--- src/rtl/power_sched_pkg.sv ---
// Shared definitions for the power scheduler: state codes, component indices,
// default costs and the load-from-enables helper.
package power_sched_pkg;

    typedef enum logic [1:0] {
        S_OFF     = 2'b00,
        S_STARTUP = 2'b01,
        S_RUN     = 2'b10,
        S_SHED    = 2'b11
    } state_t;

    localparam int IDX_AIRFLOW   = 0;
    localparam int IDX_THRUSTERS = 1;
    localparam int IDX_SOLAR     = 2;

    localparam logic [7:0] DEF_COST_AIR = 8'd40;
    localparam logic [7:0] DEF_COST_THR = 8'd60;
    localparam int unsigned DEF_STAGGER = 4;

    // Solar costs nothing, so only airflow and thrusters contribute.
    function automatic logic [8:0] en_load(input logic [2:0] e,
                                           input logic [7:0] cost_air,
                                           input logic [7:0] cost_thr);
        logic [8:0] sum;
        sum = 9'd0;
        if (e[IDX_AIRFLOW])   sum = sum + {1'b0, cost_air};
        if (e[IDX_THRUSTERS]) sum = sum + {1'b0, cost_thr};
        return sum;
    endfunction

endpackage

--- src/rtl/power_sched_stagger_timer.sv ---
// Saturating 4-bit cycle counter; done flags the edge at which the count
// reaches STAGGER so the caller can act on that same edge.
module stagger_timer
    import power_sched_pkg::*;
#(
    parameter int unsigned STAGGER = DEF_STAGGER
) (
    input  logic clk,
    input  logic rst,
    input  logic clr,
    input  logic inc,
    output logic done
);

    localparam logic [3:0] LIMIT = 4'(STAGGER);

    logic [3:0] cnt;

    assign done = inc && (cnt >= LIMIT - 4'd1);

    always_ff @(posedge clk) begin
        if (rst || clr) begin
            cnt <= 4'd0;
        end else if (inc && (cnt != LIMIT)) begin
            cnt <= cnt + 4'd1;
        end
    end

endmodule

--- src/rtl/power_sched.sv ---
// Power-budget scheduler: staggered start-up, priority shedding, hysteretic re-admit.
// Optional macro POWER_SCHED_ALERT_PRIO_EN gives airflow priority while alert is high.
module power_sched
    import power_sched_pkg::*;
#(
    parameter logic [7:0]  COST_AIR = DEF_COST_AIR,
    parameter logic [7:0]  COST_THR = DEF_COST_THR,
    parameter int unsigned STAGGER  = DEF_STAGGER
) (
    input  logic       clk,
    input  logic       rst,
    input  logic       start,
    input  logic [7:0] power,
    input  logic       alert,
    output logic [2:0] en,
    output logic       comp_rst,
    output logic [1:0] state,
    output logic [8:0] load
);

    state_t     cur, state_next;
    logic [2:0] en_next;
    logic       stage, stage_next;
    logic [9:0] avail, need_air, need_thr;
    logic       deficit, cand_valid, cand_ok, cand_thr, shed_air_ok;
    logic       stag_inc, stag_clr, stag_done;
    logic       hyst_inc, hyst_clr, hyst_done;

    // 10-bit sums so load+cost can never wrap against the 8-bit power.
    assign avail    = {2'b00, power};
    assign need_air = {1'b0, load} + {2'b00, COST_AIR};
    assign need_thr = {1'b0, load} + {2'b00, COST_THR};
    assign deficit  = avail < {1'b0, load};
    assign state    = cur;

`ifdef POWER_SCHED_ALERT_PRIO_EN
    assign shed_air_ok = !alert;
`else
    logic unused_alert;
    assign unused_alert = alert;
    assign shed_air_ok  = 1'b1;
`endif

    always_comb begin
        cand_valid = 1'b0;
        cand_ok    = 1'b0;
        cand_thr   = 1'b0;
        if (!en[IDX_AIRFLOW]) begin
            cand_valid = 1'b1;
            cand_ok    = avail >= need_air;
        end else if (!en[IDX_THRUSTERS]) begin
            cand_valid = 1'b1;
            cand_thr   = 1'b1;
            cand_ok    = avail >= need_thr;
        end
`ifdef POWER_SCHED_ALERT_PRIO_EN
        if (alert && cand_thr) cand_valid = 1'b0;
`endif
    end

    assign stag_inc = start && (cur == S_STARTUP);
    assign stag_clr = !stag_inc || stag_done;
    assign hyst_inc = start && (cur == S_RUN) && !deficit && cand_valid && cand_ok;
    assign hyst_clr = !hyst_inc || hyst_done;

    stagger_timer #(.STAGGER(STAGGER)) u_stagger (
        .clk (clk), .rst (rst), .clr (stag_clr), .inc (stag_inc), .done (stag_done)
    );

    stagger_timer #(.STAGGER(STAGGER)) u_hyst (
        .clk (clk), .rst (rst), .clr (hyst_clr), .inc (hyst_inc), .done (hyst_done)
    );

    always_comb begin
        state_next = cur;
        en_next    = en;
        stage_next = stage;
        case (cur)
            S_OFF: begin
                state_next = S_STARTUP;
                en_next    = 3'b100;
                stage_next = 1'b0;
            end
            S_STARTUP: begin
                // stage 0 decides airflow, stage 1 decides thrusters then runs
                if (stag_done) begin
                    if (!stage) begin
                        if (avail >= need_air) en_next[IDX_AIRFLOW] = 1'b1;
                        stage_next = 1'b1;
                    end else begin
                        if (avail >= need_thr) en_next[IDX_THRUSTERS] = 1'b1;
                        state_next = S_RUN;
                    end
                end
            end
            S_RUN: begin
                if (deficit) begin
                    state_next = S_SHED;
                end else if (hyst_done) begin
                    if (cand_thr) en_next[IDX_THRUSTERS] = 1'b1;
                    else          en_next[IDX_AIRFLOW]   = 1'b1;
                end
            end
            S_SHED: begin
                if (!deficit) begin
                    state_next = S_RUN;
                end else if (en[IDX_THRUSTERS]) begin
                    en_next[IDX_THRUSTERS] = 1'b0;
                end else if (en[IDX_AIRFLOW] && shed_air_ok) begin
                    en_next[IDX_AIRFLOW] = 1'b0;
                end
            end
            default: state_next = S_OFF;
        endcase
`ifdef POWER_SCHED_ALERT_PRIO_EN
        if (alert && (cur != S_OFF)) begin
            en_next[IDX_THRUSTERS] = 1'b0;
            if ((cur == S_RUN) || (cur == S_SHED)) en_next[IDX_AIRFLOW] = 1'b1;
        end
`endif
        if (!start) begin
            state_next = S_OFF;
            en_next    = 3'b000;
            stage_next = 1'b0;
        end
    end

    always_ff @(posedge clk) begin
        if (rst) begin
            cur      <= S_OFF;
            en       <= 3'b000;
            load     <= 9'd0;
            comp_rst <= 1'b1;
            stage    <= 1'b0;
        end else begin
            cur      <= state_next;
            en       <= en_next;
            load     <= en_load(en_next, COST_AIR, COST_THR);
            comp_rst <= (state_next == S_OFF);
            stage    <= stage_next;
        end
    end

endmodule

--- config.mk ---
export PLATFORM = sky130hd
export DESIGN_NAME = power_sched
export DESIGN_NICKNAME = d
export VERILOG_FILES = /design/src/rtl/power_sched_pkg.sv /design/src/rtl/power_sched_stagger_timer.sv /design/src/rtl/power_sched.sv
export SDC_FILE = /design/constraint.sdc
export NUM_CORES = 1
export LEC_CHECK = 0
export CAP_MARGIN = 40
export CORE_MARGIN = 4
export CORE_UTILIZATION = 40
export DETAILED_ROUTE_END_ITERATION = 8
export GPL_ROUTABILITY_DRIVEN = 0
export PLACE_DENSITY = 0.76
export RECOVER_POWER = 50
export SYNTH_ARGS = -nofsm -noshare
export SYNTH_HDL_FRONTEND = slang
export SYNTH_HIERARCHICAL = 1
export SYNTH_SLANG_ARGS = --single-unit
--- constraint.sdc ---
create_clock -name clk -period 3.05 [get_ports clk]
set_input_delay 0.61 -clock clk [delete_from_list [all_inputs] [get_ports clk]]
set_output_delay 0.61 -clock clk [all_outputs]
set_load 0.005 [all_outputs]
# ---- Word level (Yosys, flattened, before mapping)
# Index checks and enable logic that the tools add are counted.
dict set report totals {
  out_inout_bits 15
  regBits 24
  inputBits 12
}
dict set report op_classes {
  eq_ne 6
  reduce_logical 21
  muxes 29
  bitwise 1
  magnitude_cmp 5
  addsub 5
}
# cell n
set op_table {}
lappend op_table {{9-bit by 6-bit adder with 10-bit output (second input constant)} 2}
lappend op_table {{8-bit by 10-bit >= comparator with 1-bit output} 2}
lappend op_table {{2-bit 2-to-1 mux} 10}
lappend op_table {{9-bit 2-to-1 mux} 2}
lappend op_table {{2-bit one-hot mux with 4 select lines} 2}
lappend op_table {{1-bit 2-to-1 mux} 13}
lappend op_table {{9-bit by 6-bit adder with 9-bit output (second input constant)} 1}
lappend op_table {{1-bit logical AND} 9}
lappend op_table {{8-bit by 9-bit < comparator with 1-bit output} 1}
lappend op_table {{4-bit by 1-bit adder with 4-bit output (second input constant)} 2}
lappend op_table {{4-bit by 2-bit >= comparator with 1-bit output (second input constant)} 2}
lappend op_table {{4-bit by 3-bit != test with 1-bit output (second input constant)} 2}
lappend op_table {{6-bit 2-to-1 mux} 1}
lappend op_table {{2-bit equality test (second input constant)} 2}
lappend op_table {{2-bit logical NOT} 2}
lappend op_table {{1-bit logical OR} 4}
lappend op_table {{1-bit logical NOT} 3}
lappend op_table {{2-bit by 1-bit equality test with 1-bit output (second input constant)} 1}
lappend op_table {{2-bit != test (second input constant)} 1}
lappend op_table {{1-bit one-hot mux with 2 select lines} 1}
lappend op_table {{2-bit AND reduction} 1}
lappend op_table {{2-bit nonzero test} 1}
lappend op_table {{2-bit OR reduction} 1}
lappend op_table {{1-bit inverter} 1}

# ---- Logic depth before layout (Yosys ltp)
# Gate-level depths: netlist of the first run.
dict set report logic_depth {
  word_depth 14
  mapped_depth 19
  depth_no_buf 19
}

# ---- Cells and area by module
# Netlist of the first run, hierarchy kept.
# module cells_each area_per_inst_um2 instances seq_area_each_um2
set by_module_without_submodules {}
lappend by_module_without_submodules {power_sched 126 1088.5 1 240.2}
lappend by_module_without_submodules {stagger_timer 29 229.0 2 80.1}

# ---- Worst setup path after synthesis of the first run
# OpenSTA, ideal clock, no wires.
dict set report synth_path {
  path_kind {register to register}
  from {register load[3]}
  to {register load[3]}
  path_buffers 0
  path_slack_ps -253
  t_required_ps 2936
  path_stages_with_launch 19
  synth_period_minus_slack_ps 3303
  arrival_ps 3190
  cell_sequence {dfxtp_1 -> inv_1 -> ha_1 -> and3_1 -> xnor2_1 -> ha_1 -> nand2_1 -> o21ai_0 -> a21oi_2 -> o21ai_0 -> and3_1 -> inv_1 -> nor2_1 -> mux2i_1 -> a311oi_1 -> a221o_1 -> nand2b_1 -> ha_1 -> nor2b_1}
}
dict set report synth_via {
  elab_chain_cells 14
  word_cells_on_any_way 26
}
# element line_no
set synth_rtl {}
lappend synth_rtl {{from (decl)} power_sched.sv:18} ;# output logic [8:0] load
lappend synth_rtl {{from (signal assigned)} power_sched.sv:138} ;# load <= en_load(en_next, COST_AIR, COST_THR);
lappend synth_rtl {{9-bit by 6-bit adder with 10-bit output or 8-bit by 9-bit < comparator with 1-bit output (tied branches)} {power_sched.sv:32, power_sched.sv:33}}
lappend synth_rtl {{8-bit by 10-bit >= comparator with 1-bit output or 1-bit logical NOT (tied branches)} n/a}
lappend synth_rtl {{1-bit 2-to-1 mux or 1-bit logical AND (tied branches)} {power_sched.sv:51, power_sched.sv:63}}
lappend synth_rtl {{1-bit 2-to-1 mux or 1-bit logical AND (tied branches)} {power_sched.sv:48, power_sched.sv:63}}
lappend synth_rtl {{1-bit logical AND *} power_sched.sv:63} ;# assign hyst_inc = start && (cur == S_RUN) && !deficit && cand_valid && cand_ok;
lappend synth_rtl {{via hyst_inc} power_sched.sv:27} ;# logic hyst_inc, hyst_clr, hyst_done;
lappend synth_rtl {{1-bit logical AND *} power_sched_stagger_timer.sv:19} ;# assign done = inc && (cnt >= LIMIT - 4'd1);
lappend synth_rtl {{via hyst_done} power_sched.sv:27}
lappend synth_rtl {{2-bit 2-to-1 mux *} power_sched.sv:99} ;# end else if (hyst_done) begin
lappend synth_rtl {{2-bit 2-to-1 mux *} power_sched.sv:97} ;# if (deficit) begin
lappend synth_rtl {{2-bit one-hot mux with 4 select lines *} power_sched.sv:78} ;# case (cur)
lappend synth_rtl {{2-bit 2-to-1 mux *} power_sched.sv:121} ;# if (!start) begin
lappend synth_rtl {{6-bit 2-to-1 mux} power_sched_pkg.sv:26} ;# if (e[IDX_AIRFLOW]) sum = sum + {1'b0, cost_air};
lappend synth_rtl {{9-bit 2-to-1 mux} power_sched.sv:129} ;# if (rst) begin
lappend synth_rtl {{9-bit by 6-bit adder with 9-bit output} power_sched_pkg.sv:27} ;# if (e[IDX_THRUSTERS]) sum = sum + {1'b0, cost_thr};
lappend synth_rtl {{9-bit 2-to-1 mux *} power_sched_pkg.sv:27}
# The timed path passes the listed nets; every way through them passes the cells marked *. The select of a mux whose other input is x is not followed.
# A chain may end at the register's enable or synchronous reset.

# ---- Worst setup path in the final report of the first run
dict set report layout_path {
  from {input port power[2]}
  to {register load[3]}
}
dict set report layout_via {
  elab_chain_cells 14
  word_cells_on_any_way 24
}
# element line_no
set layout_rtl {}
lappend layout_rtl {{from (decl)} power_sched.sv:13} ;# input logic [7:0] power,
lappend layout_rtl {{parallel branches: the longest is 4 deep, another holds 8-bit by 10-bit >= comparator with 1-bit output} n/a}
lappend layout_rtl {{1-bit logical AND *} power_sched.sv:63}
lappend layout_rtl {{via hyst_inc} power_sched.sv:27}
lappend layout_rtl {{1-bit logical AND *} power_sched_stagger_timer.sv:19}
lappend layout_rtl {{via hyst_done} power_sched.sv:27}
lappend layout_rtl {{2-bit 2-to-1 mux *} power_sched.sv:99}
lappend layout_rtl {{2-bit 2-to-1 mux *} power_sched.sv:97}
lappend layout_rtl {{2-bit one-hot mux with 4 select lines *} power_sched.sv:78}
lappend layout_rtl {{2-bit 2-to-1 mux *} power_sched.sv:121}
lappend layout_rtl {{6-bit 2-to-1 mux} power_sched_pkg.sv:26}
lappend layout_rtl {{9-bit 2-to-1 mux} power_sched.sv:129}
lappend layout_rtl {{9-bit by 6-bit adder with 9-bit output} power_sched_pkg.sv:27}
lappend layout_rtl {{9-bit 2-to-1 mux *} power_sched_pkg.sv:27}
# Mark *: on every way through the listed nets, which the timed path passes. The select of a mux whose other input is x is not followed.

==> results of run 1 <==
[how the worst max path moves through the flow]
stage	start	end	slack (ps)	cells after the start
3_3_place_gp	power[2]	load[3]	-460	15
2_1_floorplan	load[3]	load[3]	5	18
6_report	power[2]	load[3]	-60	15
5_1_grt	load[3]	load[3]	-190	18
3_5_place_dp	power[2]	load[3]	-560	15
4_1_cts	load[3]	load[3]	-70	18
[registers in the layout, indices dropped and copies added, names as in the netlist]
name           flops
load               5
u_stagger/cnt      4
en                 3
u_hyst/cnt         4
comp_rst           1
state              2
stage              1
[metrics by stage]
stage          instance area, sq um  TNS (ps)
2_1_floorplan                  1570         0
3_3_place_gp                   1990     -1410
3_5_place_dp                   1990     -1830
4_1_cts                        2170     -72.6
5_1_grt                        2230      -220
6_report                       2230     -61.3
[repair_timing]
action / in CTS / in global routing
setup buffers: 2 / 3
pin swaps: 17 / 6
gates resized for setup: 26 / 8
setup endpoints to repair: 2 / 3
[logic make-up after synthesis]
family                   after synthesis  share of synthesized area (%)
AO/OA/AOI/OAI                         44                           20.6
XOR/XNOR                               5                           2.83
adder cells (fa/ha/maj)               25                           20.2
buffers and inverters                 24                           6.80
flip-flops                            20                           25.9
multiplexers                           1                          0.647
other                                  1                          0.242
AND/OR/NAND/NOR                       64                           22.7
[critical path: cells and delay by family]
kind                     cells  cell delay (ps)
AO/OA/AOI/OAI                5              970
buffers and inverters        3              590
AND/OR/NAND/NOR              4              450
adder cells (fa/ha/maj)      2              460
multiplexers                 1              160
[cell usage in the layout, fill, tap and decap left out, types with 3 or more instances in the layout]
master            n
xnor2_1           3
nand2_1           5
nand3_1           8
clkdlybuf4s50_1  19
buf_4            30
conb_1            4
a21boi_0          4
a21oi_1          10
ha_4              5
inv_1            13
nor2_1           14
inv_2             4
nand2_2           3
nand2b_1          3
a21oi_2           3
nor3_1            4
o21ai_2           3
ha_1             18
clkbuf_8          3
dfxtp_1          17
dfxtp_2           3
o21ai_0           7
[area by class of cell]
cell class | count | area (sq um) | share of cell area [%]
sequential | 20 | 404 | 18.1
inverter | 18 | 70.1 | 3.14
tap | 48 | 60.1 | 2.69
clock buffer | 3 | 41.3 | 1.85
clock inverter | 1 | 30.0 | 1.35
timing repair buffer | 51 | 433 | 19.4
multi-input combinational | 143 | 1190 | 53.5
[where the power goes]
group | total [W] | internal [W] | switching, W
clock network | 0.000259 | 0.000175 | 0.0000837
logic | 0.0000826 | 0.0000452 | 0.0000374
registers | 0.000265 | 0.000263 | 0.00000221
total | 0.000607 | 0.000484 | 0.000123
[layer usage]
layer,track usage [%],up-vias,routed length (um)
met5,0,-,0
met4,3.83,0,42
met3,1.87,5,107
met2,24.3,30,1740
met1,20.2,690,1750
li1,-,755,-
==> flow_metrics.tcl, run 1 <==
set metrics [dict create \
    status "finished with violations" \
    failed_checks "negative setup slack" \
    reg2reg_setup_slack_ps -40 \
    wl_um 3640 \
    die-area_sq_mm 0.00493 \
    drc 0 \
    grt_pass1_vias 1339 \
    synth_top_area_share_pct 25.9 \
    io_buffer_count 21 \
    post-place-ws_ps -559 \
    synth_edf_count 0 \
    syn_inst 184 \
    fp.dieW_um 70.2 \
    crit_path_cell_trace "clkdlybuf4s50_1 > inv_2 > ha_4 > a311o_1 > a21oi_2 > o21ai_2 > and3_4 > inv_2 > nor2_4 > mux2i_1 > a311oi_2 > a221o_1 > nand2b_1 > ha_1 > nor2b_4" \
    nets 274 \
    async_reset_ff_share_pct 0 \
    yosysMostFrequentCell "ha_1" \
    finalCritPeriodShare_pct 102 \
    cts_sinks 20 \
    setup_viol 1 \
    setup_slack_ps -61.3 \
    ys_seq_area_share_pct 25.9 \
    timing.fmax_mhz 321 \
    report.final.slew_viol_count 0 \
    htreeDepth 1 \
    hold_viol 0 \
    ys_ff_latch 20 \
    track_usage_pct 14.7 \
    worst_path_most_repeated_cell "inv_2" \
    cts_buffers 3 \
    hpwl_um 2820 \
    hp-class "flop to flop" \
    critPathSlowestCell "clkdlybuf4s50_1" \
    maxCapViolations 0 \
    slowest_delay_ps 470 \
    synth_cell_types 49 \
    drtPass1Iterations 4 \
    tritoncts "done" \
    clock-root-buffer "clkbuf_8" \
    rows 22 \
    leakage_nw 0.857 \
    rsz0062_at_grt "true" \
    vias 1480 \
    crit_arrival_ps 3250 \
    clk_pin_slew_ps 70 \
    ys_warn_count 6 \
    fillers 330 \
    critPathLaunchType "input port" \
    avgSynthCellArea_sq_um 8.40 \
    clk_path_buf_depth 2 \
    boundaryPins 27 \
    coreArea_sq_mm 0.00369 \
    r2r_start "load[3]" \
    grt_pass1_wl_um 6040 \
    routed_via_density 5.21 \
    wl_per_cell_um 12.8 \
    power.density_mw_per_mm2 272 \
    total_power_w 0.000607 \
    finalWorstPathRequiredPeriod_ps 3110 \
    syn_area_sq_mm 0.00155 \
    min_path_cells 2 \
    antenna-diode-count 0 \
    start_util_pct 41.9 \
    reg2reg_depth 18 \
    area_delta_synth_final_pct 44.3 \
    antenna_found_initial 0 \
    hold_end "en[2]" \
    chipHeight_um 70.2 \
    grt_start_max_net_pins 13 \
    ctsHoldBuffers 0 \
    min_from "en[2]" \
    clock_skew_ps 6.63 \
    worst_ir_drop_vdd_mv 0.253 \
    worstSetupPathType "input port to flop" \
    ys_dominant_reg_cell "dfxtp_1" \
    clock_latency_ps 260 \
    critPathRequiredTime_ps 3190 \
    final_antenna_net_count 0 \
    synthTopCellsByArea "dfxtp_1 (26%), ha_1 (20%), inv_1 (4.4%), a21oi_1 (3.9%), nor2_1 (3.9%)" \
    drive_gt1_share_pct 30.9 \
    fin_hold_ws_ps 479 \
    yosysTopAreaCell "dfxtp_1" \
    finish.utilization_pct 60.5 \
    critPathCaptureType "flop" \
    finalNonFillerCells 284 \
    critical_path_peak_fanout 3 \
    grt_remaining_overflow 0 \
    r2r-end "load[3]" \
    synth_commonest_cells "ha_1 (25), dfxtp_1 (20), inv_1 (18), nor2_1 (16), a21oi_1 (12)" \
    dp.cells 275 \
    drt-initial-drc-count 44 \
]
No activity file was read; power rests on OpenSTA's default activity.
==> inputs of run 2 (changes only) <==
--- a/config.mk
+++ b/config.mk
@@ -16,3 +16,4 @@
 export SYNTH_HDL_FRONTEND = slang
 export SYNTH_HIERARCHICAL = 1
 export SYNTH_SLANG_ARGS = --single-unit
+export TNS_END_PERCENT = 1
==> flow_metrics.tcl, run 2 (synthesis results as in run 1) <==
set metrics [dict create \
    status "finished with violations" \
    failed_checks "negative setup slack" \
    area_delta_synth_final_pct 44.3 \
    critPathSlowestCell "clkdlybuf4s50_1" \
    drive_gt1_share_pct 30.9 \
    worst_ir_drop_vdd_mv 0.253 \
    grt_pass1_vias 1339 \
    clock-root-buffer "clkbuf_8" \
    clockPowerShare_pct 42.6 \
    reg2reg_depth 18 \
    p_comb_share_pct 13.6 \
    critPathBufInv 3 \
    r2r_start "load[3]" \
    drtPass1Iterations 4 \
    antenna_found_initial 0 \
    report.final.slew_viol_count 0 \
    worstSetupEndpoint "load[3]" \
    drc 0 \
    start_util_pct 41.9 \
    largest_register_ffs 5 \
    dp.cells 275 \
    final_antenna_net_count 0 \
    worst_path_most_repeated_cell "inv_2" \
    fin_hold_ws_ps 479 \
    finalWorstPathRequiredPeriod_ps 3110 \
    rows 22 \
    largest_register "load" \
    antenna-diode-count 0 \
    layout_common_cells "buf_4 (30), clkdlybuf4s50_1 (19), ha_1 (18), dfxtp_1 (17), nor2_1 (14)" \
    critPathCaptureType "flop" \
    setup_viol 1 \
    top_regs "load: 5 flops, u_hyst/cnt: 4 flops, u_stagger/cnt: 4 flops" \
    htreeDepth 1 \
    timing.fmax_mhz 321 \
    maxCapViolations 0 \
    setup_slack_ps -61.3 \
    pwr-share-seq_pct 43.7 \
    power.density_mw_per_mm2 272 \
    hpwl_um 2820 \
    nets 274 \
    total_power_w 0.000607 \
    switching_power_w 0.000123 \
    critPathLaunchType "input port" \
    layout_commonest_cell "buf_4" \
    swShare_pct 20.3 \
    cellInternalPower_w 0.000484 \
    setup.worst_path.start "power[2]" \
    drt-initial-drc-count 42 \
    critical_path_peak_fanout 3 \
    grt_start_max_net_pins 13 \
    clock_latency_ps 260 \
    worstSetupPathType "input port to flop" \
    ctsHoldBuffers 0 \
    cts_buffers 3 \
    finish.utilization_pct 60.5 \
    critPathRequiredTime_ps 3190 \
    wl_um 3630 \
    die-area_sq_mm 0.00493 \
    grt_remaining_overflow 0 \
    reg2reg_setup_slack_ps -40 \
    crit_arrival_ps 3250 \
    crit_path_cell_trace "clkdlybuf4s50_1 > inv_2 > ha_4 > a311o_1 > a21oi_2 > o21ai_2 > and3_4 > inv_2 > nor2_4 > mux2i_1 > a311oi_2 > a221o_1 > nand2b_1 > ha_1 > nor2b_4" \
    fp.dieW_um 70.2 \
    slowest_delay_ps 470 \
    coreArea_sq_mm 0.00369 \
    wl_per_cell_um 12.8 \
    routed_via_density 5.18 \
    track_usage_pct 14.7 \
    rsz0062_at_grt "true" \
    finalCritPeriodShare_pct 102 \
    clock_skew_ps 6.63 \
    hp-class "flop to flop" \
    post-place-ws_ps -559 \
    clk_pin_slew_ps 70 \
    crit_family "compound AO/OA/AOI/OAI gates" \
    cts_sinks 20 \
    tritoncts "done" \
    chipHeight_um 70.2 \
    leakage_nw 0.857 \
    vias 1471 \
    finalNonFillerCells 284 \
    hold_viol 0 \
    io_buffer_count 21 \
    grt_pass1_wl_um 6040 \
    r2r-end "load[3]" \
    critical_path_depth 15 \
    clk_path_buf_depth 2 \
    boundaryPins 27 \
]
[run 2: cell counts in the layout (fill, tap and decap cells not counted)]
No cell type changed its count.
[run 2: power groups by stage]
| stage | Clock, W | Combinational (W) | Sequential, W |
|---|---|---|---|
| 2_1_floorplan | 0 | 0.0000356 | 0.000271 |
| 3_3_place_gp | 0 | 0.0000717 | 0.000272 |
| 3_5_place_dp | 0 | 0.0000733 | 0.000271 |
| 4_1_cts | 0.000267 | 0.0000791 | 0.000265 |
| 5_1_grt | 0.000278 | 0.0000906 | 0.000266 |
| 6_report | 0.000259 | 0.0000826 | 0.000265 |
[run 2: through the flow]
step	instance area (sq um)	TNS, ps
3_3_place_gp	1990	-1410
5_1_grt	2230	-220
2_1_floorplan	1570	0
6_report	2230	-61.3
3_5_place_dp	1990	-1830
4_1_cts	2170	-72.6
[run 2: final cells by class]
cell class / instances / area, sq um
fill: 330 / 1460
multi-input combinational: 143 / 1190
timing repair buffer: 51 / 433
sequential: 20 / 404
inverter: 18 / 70.1
tap: 48 / 60.1
clock buffer: 3 / 41.3
clock inverter: 1 / 30.0
[run 2: layer usage]
| metal | part of all wire, % | vias to the layer above | global-route usage [%] |
|---|---|---|---|
| met5 | 0 | - | 0 |
| met4 | 1.2 | 0 | 3.83 |
| met3 | 2.5 | 5 | 1.87 |
| met2 | 48 | 22 | 24.3 |
| met1 | 48 | 689 | 20.2 |
| li1 | - | 755 | - |
[run 2: worst reg2reg max path: stages (launching register included)]
cell and delay [ps]:
dfxtp_2 360, inv_4 60, ha_4 160, and3_4 180, xnor2_2 120, ha_1 290, nand2_2 70, nor2_2 140
a21oi_2 90, o21ai_2 140, and3_4 200, inv_2 50, nor2_4 90, mux2i_1 90, a311oi_2 280, a221o_1 190
nand2b_1 60, ha_1 280, nor2b_4 130
[run 2: worst min path at each step]
stage,cells after the start,slack [ps],start,to
2_1_floorplan,2,460,stage,stage
3_3_place_gp,2,460,en[2],en[2]
3_5_place_dp,2,470,en[2],en[2]
4_1_cts,2,490,en[2],en[2]
5_1_grt,2,520,en[2],en[2]
6_report,2,480,en[2],en[2]
[run 2: timing repair]
action	in CTS	in global routing
cloned	0	0
buffers inserted	2	3
resized for setup	26	8
setup endpoints to repair	2	3
pin swaps	17	6
